===== src/rtl/ring_decoder_monitor_if.sv =====
`default_nettype none
// ============================================================================
// Module   : ring_decoder_monitor_if
// Purpose  : Bundles the sample-side inputs and the status outputs of the
//            ring decoder/monitor into one interface.
// Ports    : en       - sample qualifier (master -> slave)
//            q        - ring code under observation (master -> slave)
//            idx      - binary index of last valid one-hot code (slave -> master)
//            code_ok  - last sample was exactly one-hot
//            locked   - monitor is locked onto a healthy ring
//            step_err - one-cycle sequence-fault pulse while locked
//            rev_cnt  - completed revolutions while locked (wraps)
//            err_cnt  - saturating fault count (0 unless RING_MON_ERRCNT_EN)
// Modports : master - the ring source / observer side
//            slave  - the monitor itself
// Revision : 1.0 - initial release
// ============================================================================
interface ring_decoder_monitor_if #(
  parameter int WIDTH = 4,
  parameter int CW    = 8
);
  localparam int IW = (WIDTH > 1) ? $clog2(WIDTH) : 1;

  logic             en;
  logic [WIDTH-1:0] q;
  logic [IW-1:0]    idx;
  logic             code_ok;
  logic             locked;
  logic             step_err;
  logic [CW-1:0]    rev_cnt;
  logic [7:0]       err_cnt;

  modport master (
    output en, q,
    input  idx, code_ok, locked, step_err, rev_cnt, err_cnt
  );

  modport slave (
    input  en, q,
    output idx, code_ok, locked, step_err, rev_cnt, err_cnt
  );
endinterface
`default_nettype wire


===== src/rtl/ring_decoder_monitor.sv =====
`default_nettype none
// ============================================================================
// Module   : ring_decoder_monitor
// Purpose  : Decodes a WIDTH-bit one-hot ring code into a binary index and
//            supervises the sequence: each enabled sample must hold or rotate
//            left by one. Locks after LOCK_STEPS consecutive legal steps,
//            flags faults while locked, and counts full revolutions.
// Ports    : clk   - rising-edge clock
//            clr_n - asynchronous active-low reset
//            mon   - ring_decoder_monitor_if.slave (en, q in; status out)
// Params   : WIDTH      - ring length in bits (>= 2)
//            LOCK_STEPS - consecutive legal steps needed for lock (1..15)
//            CW         - revolution counter width
// Macro    : RING_MON_ERRCNT_EN - when defined, err_cnt is an 8-bit
//            saturating count of step_err pulses; otherwise err_cnt is 0.
// Revision : 1.0 - initial release
// ============================================================================
module ring_decoder_monitor #(
  parameter int WIDTH      = 4,
  parameter int LOCK_STEPS = 2,
  parameter int CW         = 8
) (
  input  wire logic               clk,
  input  wire logic               clr_n,
  ring_decoder_monitor_if.slave   mon
);

  localparam int               IW       = (WIDTH > 1) ? $clog2(WIDTH) : 1;
  localparam logic [WIDTH-1:0] C_ONE    = WIDTH'(1);
  localparam logic [3:0]       C_LOCK   = 4'(LOCK_STEPS);

  typedef enum logic [1:0] {
    S_SEARCH = 2'd0,
    S_ACQ    = 2'd1,
    S_LOCKED = 2'd2,
    S_FAULT  = 2'd3
  } state_t;

  // --------------------------------------------------------------------------
  // Registers
  // --------------------------------------------------------------------------
  state_t           state_q, state_d;
  logic [3:0]       cnt_q, cnt_d;
  logic [WIDTH-1:0] prev_q;
  logic [IW-1:0]    idx_q;
  logic             code_ok_q;
  logic             locked_q;
  logic             step_err_q, step_err_d;
  logic [CW-1:0]    rev_cnt_q;
  logic             rev_inc;

  // --------------------------------------------------------------------------
  // Sample classification
  // --------------------------------------------------------------------------
  logic             is_valid;
  logic             is_hold;
  logic             is_step;
  logic [WIDTH-1:0] prev_rot;
  logic [IW-1:0]    idx_enc;

  always_comb begin
    // Exactly one bit set: non-zero and clearing the lowest set bit leaves 0.
    is_valid = (mon.q != '0) && ((mon.q & (mon.q - C_ONE)) == '0);
    prev_rot = {prev_q[WIDTH-2:0], prev_q[WIDTH-1]};
    // prev is 0 only before the first valid sample; requiring a valid code
    // keeps an all-zero sample from looking like HOLD/STEP against it.
    is_hold  = is_valid && (mon.q == prev_q);
    is_step  = is_valid && (mon.q == prev_rot);

    // OR-reduction encoder; only meaningful (and only used) for one-hot q.
    idx_enc = '0;
    for (int i = 0; i < WIDTH; i++) begin
      if (mon.q[i]) begin
        idx_enc = idx_enc | IW'(i);
      end
    end
  end

  // --------------------------------------------------------------------------
  // FSM next-state / pulse logic
  // --------------------------------------------------------------------------
  always_comb begin
    state_d    = state_q;
    cnt_d      = cnt_q;
    step_err_d = 1'b0;
    rev_inc    = 1'b0;

    if (mon.en) begin
      case (state_q)
        S_SEARCH: begin
          if (is_valid) begin
            state_d = S_ACQ;
            cnt_d   = 4'd0;
          end
        end

        S_ACQ: begin
          if (is_step) begin
            cnt_d = cnt_q + 4'd1;
            // >= so that a count re-entering ACQ at 1 still locks when
            // LOCK_STEPS is 1.
            if ((cnt_q + 4'd1) >= C_LOCK) begin
              state_d = S_LOCKED;
            end
          end else if (is_hold) begin
            cnt_d = cnt_q;
          end else if (is_valid) begin
            cnt_d = 4'd0;
          end else begin
            state_d = S_SEARCH;
            cnt_d   = 4'd0;
          end
        end

        S_LOCKED: begin
          if (is_step) begin
            // Wrapping out of the top bit completes one revolution.
            rev_inc = prev_q[WIDTH-1];
          end else if (!is_hold) begin
            state_d    = S_FAULT;
            step_err_d = 1'b1;
          end
        end

        S_FAULT: begin
          // prev has already absorbed the faulting code if it was valid,
          // so recovery is judged against the new position.
          if (is_step) begin
            state_d = S_ACQ;
            cnt_d   = 4'd1;
          end else if (is_hold) begin
            state_d = S_ACQ;
            cnt_d   = 4'd0;
          end
        end

        default: begin
          state_d = S_SEARCH;
          cnt_d   = 4'd0;
        end
      endcase
    end
  end

  // --------------------------------------------------------------------------
  // State and output registers
  // --------------------------------------------------------------------------
  always_ff @(posedge clk or negedge clr_n) begin
    if (!clr_n) begin
      state_q    <= S_SEARCH;
      cnt_q      <= 4'd0;
      prev_q     <= '0;
      idx_q      <= '0;
      code_ok_q  <= 1'b0;
      locked_q   <= 1'b0;
      step_err_q <= 1'b0;
      rev_cnt_q  <= '0;
    end else if (mon.en) begin
      state_q    <= state_d;
      cnt_q      <= cnt_d;
      code_ok_q  <= is_valid;
      locked_q   <= (state_d == S_LOCKED);
      step_err_q <= step_err_d;
      rev_cnt_q  <= rev_cnt_q + CW'(rev_inc);
      if (is_valid) begin
        prev_q <= mon.q;
        idx_q  <= idx_enc;
      end
    end else begin
      // A disabled cycle never carries a fault pulse forward.
      step_err_q <= 1'b0;
    end
  end

  assign mon.idx      = idx_q;
  assign mon.code_ok  = code_ok_q;
  assign mon.locked   = locked_q;
  assign mon.step_err = step_err_q;
  assign mon.rev_cnt  = rev_cnt_q;

  // --------------------------------------------------------------------------
  // Optional saturating fault counter
  // --------------------------------------------------------------------------
`ifdef RING_MON_ERRCNT_EN
  logic [7:0] err_cnt_q;

  // Counts alongside the step_err pulse so both become visible together.
  always_ff @(posedge clk or negedge clr_n) begin
    if (!clr_n) begin
      err_cnt_q <= 8'd0;
    end else if (mon.en && step_err_d && (err_cnt_q != 8'hFF)) begin
      err_cnt_q <= err_cnt_q + 8'd1;
    end
  end

  assign mon.err_cnt = err_cnt_q;
`else
  assign mon.err_cnt = 8'd0;
`endif

endmodule
`default_nettype wire


===== src/flat_wrapper.sv =====
// flat-port wrapper written by rule: the top's interface ports become plain ports
module ring_decoder_monitor_flat 
#(
  parameter int WIDTH      = 4,
  parameter int LOCK_STEPS = 2,
  parameter int CW         = 8
)
  (clk, clr_n, mon_en, mon_q, mon_idx, mon_code_ok, mon_locked, mon_step_err, mon_rev_cnt, mon_err_cnt);
  ring_decoder_monitor_if #(.WIDTH(WIDTH), .CW(CW)) mon_i ();
  input  wire logic clk;
  input  wire logic clr_n;
  input wire logic [$bits(mon_i.en)-1:0] mon_en;
  input wire logic [$bits(mon_i.q)-1:0] mon_q;
  output wire logic [$bits(mon_i.idx)-1:0] mon_idx;
  output wire logic [$bits(mon_i.code_ok)-1:0] mon_code_ok;
  output wire logic [$bits(mon_i.locked)-1:0] mon_locked;
  output wire logic [$bits(mon_i.step_err)-1:0] mon_step_err;
  output wire logic [$bits(mon_i.rev_cnt)-1:0] mon_rev_cnt;
  output wire logic [$bits(mon_i.err_cnt)-1:0] mon_err_cnt;
  assign mon_i.en = mon_en;
  assign mon_i.q = mon_q;
  assign mon_idx = mon_i.idx;
  assign mon_code_ok = mon_i.code_ok;
  assign mon_locked = mon_i.locked;
  assign mon_step_err = mon_i.step_err;
  assign mon_rev_cnt = mon_i.rev_cnt;
  assign mon_err_cnt = mon_i.err_cnt;
  ring_decoder_monitor #(.WIDTH(WIDTH), .LOCK_STEPS(LOCK_STEPS), .CW(CW)) u_core (.clk(clk), .clr_n(clr_n), .mon(mon_i));
endmodule

===== config.mk =====
export PLATFORM = sky130hd
export DESIGN_NAME = ring_decoder_monitor_flat
export DESIGN_NICKNAME = d
export VERILOG_FILES = /design/src/rtl/ring_decoder_monitor_if.sv /design/src/rtl/ring_decoder_monitor.sv /design/src/flat_wrapper.sv
export SDC_FILE = /design/constraint.sdc
export NUM_CORES = 1
export LEC_CHECK = 0
export BUFFER_PORTS_ARGS = -buffer_cell sky130_fd_sc_hd__buf_2
export CAP_MARGIN = 20
export CORE_AREA = 2 2 57 59
export DETAILED_ROUTE_END_ITERATION = 10
export DIE_AREA = 0 0 59 61
export PLACE_DENSITY_LB_ADDON = 0.08
export SYNTH_ARGS = -nofsm -noshare
export SYNTH_HDL_FRONTEND = slang
export SYNTH_SLANG_ARGS = --single-unit

===== constraint.sdc =====
create_clock -name clk -period 1.9 [get_ports clk]
set_input_delay 0.19 -clock clk [delete_from_list [all_inputs] [get_ports clk]]
set_output_delay 0.19 -clock clk [all_outputs]
set_load 0.1 [all_outputs]

==> impl_metrics.env <==
export IMPL_power_total_uw=1190
export IMPL_antenna_left=0
export IMPL_synthAdderAreaFrac_pct=3.58
export IMPL_synth_async_reset_ratio_pct=100
export IMPL_fillers=286
export IMPL_synthToLayoutAreaGrowth_pct=12.0
export IMPL_drc_errors=0
export IMPL_seq_area_frac_synth_pct=41.2
export IMPL_ys_ff_latch=23
export IMPL_cp_arrival_ns=2.10
export IMPL_leakage_uw=0.000762
export IMPL_fin_util_pct=53.0
export IMPL_final_cell_mix="dfrtp_1 (23), buf_2 (19), xor2_1 (9), conb_1 (8), buf_4 (8)"
export IMPL_period_minus_slack_ns=1.89
export IMPL_drt_wirelength_per_cell_um=12.6
export IMPL_worst_slew_pin_slew_ns=0.517
export IMPL_io_buffers=19
export IMPL_core_area_mm2=0.00295
export IMPL_grt_usage_pct=14.0
export IMPL_slew_headroom_pct=65.6
export IMPL_synthesis_instances=134
export IMPL_rows=20
export IMPL_ir_worst_vdd_uv=434
export IMPL_max_stage_delay_ns=0.45
export IMPL_die_h_um=61
export IMPL_fin_ws_ns=0.0119
export IMPL_io_pins=28
export IMPL_instances_no_fill=190
export IMPL_h_tree_depth=1
export IMPL_place_ws_ns=-0.0121
export IMPL_setup_viol=0
export IMPL_critical_path_slowest_cell="dfrtp_1"
export IMPL_antenna_found_initial=0
export IMPL_rsz0062_at_grt="true"
export IMPL_finalHoldViolCount=0
export IMPL_status="finished, final reports clean"
export IMPL_wl_um=2400
export IMPL_synth_cell_types=44
export IMPL_critPathCaptureType="register"
export IMPL_path_clk_slew_ns=0.13
export IMPL_antenna_cells=0
export IMPL_final_common_cell="dfrtp_1"
export IMPL_critPathKind="register to register"
export IMPL_clock_skew_ns=0.00839
export IMPL_multi_input_area_um2=736
export IMPL_synth_warnings=0
export IMPL_drtIter0Drc=23
export IMPL_insertion_delay_ns=0.31
export IMPL_die_area_mm2=0.00360
export IMPL_synth_area_mux_share_pct=8.24
export IMPL_synthXorXnorAreaFrac_pct=9.95
export IMPL_start_kind="register"
export IMPL_yosys_area_share_simple_pct=16.5
export IMPL_cts_buffer_depth=2
export IMPL_finish_net_count=169
export IMPL_viasPerCell=5.26
export IMPL_path_cells="xor2_2 > nor4_4 > nand3_1 > nor2_1 > ha_2 > ha_1 > mux2_2"
export IMPL_die_w_um=59
export IMPL_max_cap_viol_count=0
export IMPL_place_hpwl_um=1750
export IMPL_grt_overflow_total=0
export IMPL_synth_top_family_by_area="simple AND/OR/NAND/NOR gates"
export IMPL_avgSynthCellArea_um2=10.4
export IMPL_cts_buffers=3
export IMPL_synth_compound_area_share_pct=11.6
export IMPL_hold_path_class="input pin to register"
export IMPL_synth_ff_type="dfrtp_1"
export IMPL_slew_viol_final=0
export IMPL_cts_sinks=23
export IMPL_grt_pass1_vias=871
export IMPL_globalplace_congestion=0.820
export IMPL_synth_cell_area_mm2=0.00140
export IMPL_crit_fanout=3
export IMPL_placedCellCount=183
export IMPL_rrSetupSlack_ns=0.01
export IMPL_cts_root_buf="clkbuf_4"
export IMPL_post_route_period_util_pct=99.4
export IMPL_drt_pass1_iterations=4
export IMPL_grt_pass1_wl_um=3820
export IMPL_start_util_pct=47.3
export IMPL_grt_max_degree=24
export IMPL_synth_edf_count=0
export IMPL_register_area_um2=576
export IMPL_clock_fmax_mhz=530
export IMPL_crit_required_ns=2.11
export IMPL_fin_hold_ws_ns=0.223
export IMPL_vias=1000
export IMPL_power_density_mw_per_mm2=761
export IMPL_drive_gt1_share_pct=30.6
export IMPL_cts_tree="done"
-- what timing repair did --
item / CTS / global route
pin swaps: 0 / 3
hold endpoints to repair: 23 / 0
hold buffers: 1 / 0
buffers inserted: 1 / 1
gates resized for setup: 0 / 2
endpoints found under the setup margin: 3 / 7
-- worst max-delay path, delay by kind of cell (launching register included) --
family | cells | cell delay, ns
flip-flops | 1 | 0.45
XOR/XNOR | 1 | 0.18
multiplexers | 1 | 0.26
adder cells (fa/ha/maj) | 2 | 0.42
AND/OR/NAND/NOR | 3 | 0.50
-- cells by family (layout without fill, tap and decap cells) --
group                    Yosys count  count (layout)
buffers and inverters             21              37
other                              1               8
adder cells (fa/ha/maj)            4               4
AND/OR/NAND/NOR                   38              38
AO/OA/AOI/OAI                     22              22
flip-flops                        23              23
XOR/XNOR                          15              15
multiplexers                      10              10
-- cell usage after synthesis, types with 2 or more instances --
master	n	area, um2
and3_1	3	18.8
buf_2	3	15.0
buf_4	8	60.1
clkbuf_1	4	15.0
dfrtp_1	23	576
ha_1	4	50.1
inv_1	5	18.8
mux2_2	8	90.1
nand2_1	7	26.3
nand3_1	3	15.0
nand3b_1	2	15.0
nand4_1	3	18.8
nor2_1	6	22.5
nor2b_1	2	12.5
nor3_1	4	20.0
nor4b_1	2	17.5
o211ai_1	2	15.0
o21ai_0	5	25.0
o22a_1	2	17.5
o31ai_1	2	15.0
xnor2_1	5	43.8
xor2_1	9	78.8
-- path summary, 6_finish.rpt --
| kind | from | to | cells past startpoint |
|---|---|---|---|
| max | u_core.prev_q[2] | u_core.mon.rev_cnt[1] | 7 |
| min | mon_q[2] | u_core.prev_q[2] | 2 |
| max reg2reg | u_core.prev_q[2] | u_core.mon.rev_cnt[1] | 7 |
| min reg2reg | u_core.mon.rev_cnt[7] | u_core.mon.rev_cnt[7] | 1 |
| max in group asynchronous | clr_n | u_core.cnt_q[1] | 2 |
| min in group asynchronous | clr_n | u_core.mon.rev_cnt[7] | 2 |
-- power by group --
part	leakage (uW)	internal [uW]	switching, uW
registers	0.000307	528	39.3
logic	0.000437	108	288
clock network	0.0000177	78.5	147
-- metal layers --
layer / wire [um] / global-route usage, %
met2: 1110 / 22.7
met1: 1160 / 18.3
met3: 97 / 2.77
met4: 29 / 5.84
met5: 0 / 0
-- sequential cells by signal, indices dropped and copies added (netlist names) --
signal and count:
u_core.mon.idx 2, u_core.mon.locked 1, u_core.cnt_q 4, u_core.prev_q 4, u_core.mon.code_ok 1, u_core.mon.step_err 1, u_core.mon.rev_cnt 8, u_core.state_q 2
-- per-stage QoR --
step,TNS [ns],area (um2)
6_report,0,1560
5_1_grt,-0.252,1560
4_1_cts,-0.0213,1550
3_5_place_dp,-0.0221,1510
3_3_place_gp,0,1510
2_1_floorplan,-0.640,1430
-- area by class of cell --
cell class / count / share of cell area (%)
multi-input combinational: 97 / 47.0
sequential: 23 / 36.8
timing repair buffer: 28 / 10.6
tap: 33 / 2.64
clock buffer: 3 / 1.44
inverter: 5 / 1.20
clock inverter: 1 / 0.320
(Power assumes the default switching activity.)
